[src/rtl/icache.sv]
// icache: direct-mapped, one-word-per-line, read-only instruction cache
module icache #(
    parameter int INDEX_BITS = 6
) (
    input  logic        clk,
    input  logic        rst,
    input  logic        rdy,
    input  logic        clear,
    input  logic        valid_from_if,
    input  logic [31:0] addr_from_if,
    output logic        ready_to_if,
    output logic        valid_to_if,
    output logic [31:0] inst_to_if,
    output logic        valid_to_memctrl,
    output logic [31:0] addr_to_memctrl,
    input  logic        valid_from_memctrl,
    input  logic [31:0] data_from_memctrl
);
    localparam int LINES = 1 << INDEX_BITS;
    localparam int TAG_W = 30 - INDEX_BITS;
    typedef enum logic [1:0] {IDLE, MISS, DROP} state_t;
    state_t state;
    logic [LINES-1:0] valid_bits;
    logic [TAG_W-1:0] tags [LINES];
    logic [31:0] data [LINES];
    logic [29:0] req_addr;
    logic [31:0] word_addr;
    logic [INDEX_BITS-1:0] a_idx, r_idx;
    logic accept, hit, fill;
    assign ready_to_if = state == IDLE;
    assign word_addr = addr_from_if & ~32'd3;
    assign a_idx = word_addr[INDEX_BITS+1:2];
    assign r_idx = req_addr[INDEX_BITS-1:0];
    assign accept = rdy & valid_from_if & ready_to_if & ~clear;
    assign hit = valid_bits[a_idx] && tags[a_idx] == word_addr[31:INDEX_BITS+2];
    assign fill = rdy & ~rst & (state != IDLE) & valid_from_memctrl;
    // Tag and data arrays are not reset; valid_bits alone gates hits.
    always_ff @(posedge clk) begin
        if (fill) begin
            tags[r_idx] <= req_addr[29:INDEX_BITS];
            data[r_idx] <= data_from_memctrl;
        end
    end
    always_ff @(posedge clk) begin
        if (rst) begin
            state <= IDLE;
            valid_bits <= '0;
            req_addr <= '0;
            valid_to_if <= 1'b0;
            inst_to_if <= '0;
            valid_to_memctrl <= 1'b0;
            addr_to_memctrl <= '0;
        end else if (rdy) begin
            valid_to_if <= 1'b0;
            if (state == IDLE) begin
                if (accept) begin
                    req_addr <= word_addr[31:2];
                    if (hit) begin
                        valid_to_if <= 1'b1;
                        inst_to_if <= data[a_idx];
                    end else begin
                        state <= MISS;
                        valid_to_memctrl <= 1'b1;
                        addr_to_memctrl <= word_addr;
                    end
                end
            end else if (valid_from_memctrl) begin
                // A fill always installs; only a still-owed MISS answers IF.
                valid_bits[r_idx] <= 1'b1;
                valid_to_memctrl <= 1'b0;
                state <= IDLE;
                if (state == MISS && !clear) begin
                    valid_to_if <= 1'b1;
                    inst_to_if <= data_from_memctrl;
                end
            end else if (clear) begin
                state <= DROP;
            end
        end
    end
endmodule

[config.mk]
export PLATFORM = sky130hd
export DESIGN_NAME = icache
export DESIGN_NICKNAME = d
export VERILOG_FILES = /design/src/rtl/icache.sv
export SDC_FILE = /design/constraint.sdc
export NUM_CORES = 2
export LEC_CHECK = 0
export BUFFER_PORTS_ARGS = -buffer_cell sky130_fd_sc_hd__buf_2
export CORE_ASPECT_RATIO = 1.2
export CORE_MARGIN = 8
export CORE_UTILIZATION = 55
export CTS_CLUSTER_SIZE = 8
export DETAILED_ROUTE_END_ITERATION = 7
export HOLD_SLACK_MARGIN = 0.05
export PLACE_DENSITY = 0.71
export SYNTH_ARGS = -nofsm -noshare
export SYNTH_HDL_FRONTEND = slang
export SYNTH_SLANG_ARGS = --single-unit
[constraint.sdc]
create_clock -name clk -period 8.2 [get_ports clk]
set_clock_uncertainty 0.1 [all_clocks]
set_input_delay 1.64 -clock clk [delete_from_list [all_inputs] [get_ports clk]]
set_output_delay 1.64 -clock clk [all_outputs]
set_load 0.005 [all_outputs]
==> impl_metrics.json <==
{
  "slew_violations": 0,
  "drtAntennaViolNets": 0,
  "cts_tree": "yes",
  "nNetsFinal": 7065,
  "violations": "DRC",
  "cp-end-kind": "register",
  "row_count": 205,
  "grtUsageTotal_pct": 28.6,
  "netlist_instances": 6457,
  "cts_buffers": 541,
  "die_height_um": 576,
  "fin_total_pwr_uw": 42600,
  "critPathKind": "input pin to register",
  "die_width_um": 482,
  "crit_arrival_ns": 7.14,
  "critical_path_required_ns": 8.88,
  "dr.pass1.iters": 8,
  "synthTopCellsByArea": "edfxtp_1 (75%), mux4_2 (15%), dfxtp_1 (2.2%)",
  "clk_path_buf_depth": 4,
  "async_reset_ff_share_pct": 0,
  "die-area_um2": 278000,
  "grt_antenna_before_repair": 14,
  "hold_viol": 0,
  "place_congestion": 0.822,
  "avgSynthCellArea_um2": 22.2,
  "postCtsSetupBuffers": 0,
  "critPathMaxFanout": 88,
  "utilization_pct": 63.4,
  "use_met2_pct": 46.1,
  "power.density_nw_per_um2": 258,
  "cts-root-buf": "clkbuf_16",
  "period_share_pct": 78.8,
  "ios": 137,
  "min_period_ns": 6.46,
  "drive_gt1_share_pct": 28.9,
  "yosysUniqueCellTypes": 74,
  "routedWlPerCell_um": 38.0,
  "h-tree-depth": 6,
  "leakage_uw": 0.0547,
  "numPortBuffers": 132,
  "synth_top_area_share_pct": 74.9,
  "final_common_cell": "edfxtp_1",
  "busiest_layer": "met2",
  "final_cell_mix": "edfxtp_1 (3584), mux4_2 (967), clkbuf_16 (557)",
  "slew_headroom_pct": 2.04,
  "setup_viol": 0,
  "cts.sinks": 3744,
  "grtUsageMet3_pct": 7.59,
  "fin_area_um2": 165000,
  "core_area_um2": 260000,
  "use_met1_pct": 37.3,
  "drt_wl_total_mm": 403,
  "ys_seq_area_share_pct": 77.2,
  "grt_setup_unrepaired": "no",
  "synthToLayoutAreaGrowth_pct": 14.8,
  "start_kind": "input pin",
  "globalRouteOverflowTotal": 0,
  "place_area_um2": 150000,
  "tightest_slew_ns": 1.47,
  "path_clk_slew_ns": 0.05,
  "setup_tns_ns": 0,
  "grt_pass1_vias": 74300,
  "grt_start_max_net_pins": 143,
  "postCtsResizedCells": 0,
  "multiInputGateArea_um2": 31200,
  "max-vdd-ir-drop_mv": 0.165,
  "start_util_pct": 55.3,
  "hold_slack_ns": 0.353,
  "regArea_um2": 111000,
  "routed_via_density": 6.92,
  "hpwl_mm": 202,
  "vias": 73500,
  "netlist_area_um2": 144000,
  "yosysWarnings": 0,
  "cap_violations": 0,
  "fillers": 16500,
  "ys_seq_elements": 3744,
  "status": "complete, but fails checks",
  "synth-edff-count": 3584,
  "grt_pass1_wl_mm": 561,
  "worstHoldPathType": "register to register",
  "cts_hold_buf": 0,
  "synth_top_area_cell": "edfxtp_1",
  "drc_errors": 4,
  "clk_latency_ns": 0.93,
  "fmax_ghz": 0.155,
  "drt_iter0_markers": 11600,
  "synth-main-ff-cell": "edfxtp_1"
}
## metrics by stage
step | instances | setup slack, ns
final | 10600 | 1.74
after global routing | 10600 | 1.76
after CTS | 10600 | 2.07
after detailed placement | 9867 | 1.25
after global placement | 9867 | 1.29
after floorplan | 6458 | 2.57
## layout make-up
type,count,area share (%)
Sequential cell,3744,67.2
Multi-Input combinational cell,2238,18.9
Clock buffer,704,8.79
Inverter,103,0.239
Antenna cell,12,0.0182
Timing Repair Buffer,367,1.92
Clock inverter,32,0.250
Tap cell,3415,2.59
## critical path, cell delays in order
cell	delay, ns
buf_12	0.44
buf_12	0.34
mux4_2	0.54
and3_1	0.22
a41o_1	0.21
a2111oi_0	0.99
nand4_1	0.29
xor2_1	0.22
nor3_1	0.41
buf_4	0.23
nand4_1	0.19
buf_4	0.32
and2_2	0.27
buf_12	0.22
a211oi_1	0.33
## metal layers
metal	routed length, um	vias up
li1	-	28200
met1	138000	38700
met2	195000	5439
met5	59	-
met3	50100	1069
met4	19600	8
## cell families after synthesis
kind of cell              count (synthesis)  share of synthesized area, %
xor gates and xnor gates                 10                        0.0610
muxes                                  1298                          17.5
DFF                                    3744                          77.2
buffers and inverters                   476                          1.46
other                                     1                       0.00261
and+or+nand+nor                         475                          1.64
AOI/OAI and AO/OA                       453                          2.16
## sequential cells by signal, indices dropped and copies added, names as in the netlist
name	cells
inst_to_if	32
tags	1536
valid_bits	64
req_addr	30
state	2
valid_to_memctrl	1
valid_to_if	1
data	2048
addr_to_memctrl	30
## cell usage after synthesis (5+ instances only)
cell type  number
edfxtp_1     3584
mux4_2        967
mux2i_1       278
clkbuf_1      174
dfxtp_1       160
nand2_1       139
a22oi_1       119
nor2_1        103
inv_1         102
a21oi_1        91
o22ai_1        87
buf_2          86
nand2b_1       71
buf_1          68
nand3_1        52
mux2_2         49
buf_4          37
a211oi_1       36
nor2b_1        20
o21ai_0        20
a31oi_1        19
nor3_1         14
and2_1         13
or3_1          10
a211oi_2        9
and3_1          8
buf_6           8
nand4_1         8
o211ai_1        8
o221ai_1        8
nor4_1          7
xor2_1          7
a32oi_1         5
o21a_1          5
o32ai_1         5
## path summary, 6_finish.rpt
check / cells after the start / start / slack, ns / to
max: 15 / addr_from_if[2] / 1.74 / inst_to_if[9]
min reg2reg: 2 / inst_to_if[17] / 0.35 / inst_to_if[17]
max reg2reg: 13 / tags[47][15] / 3.02 / inst_to_if[9]
min: 2 / inst_to_if[17] / 0.35 / inst_to_if[17]
## power by group
group	leakage (uW)	total, uW	internal (uW)	switching, uW
logic	0.0115	1620	650	970
clock network	0.00723	20000	12200	7760
registers	0.0360	21000	20900	38.1
Note: power is estimated with default switching activity, not from simulation.
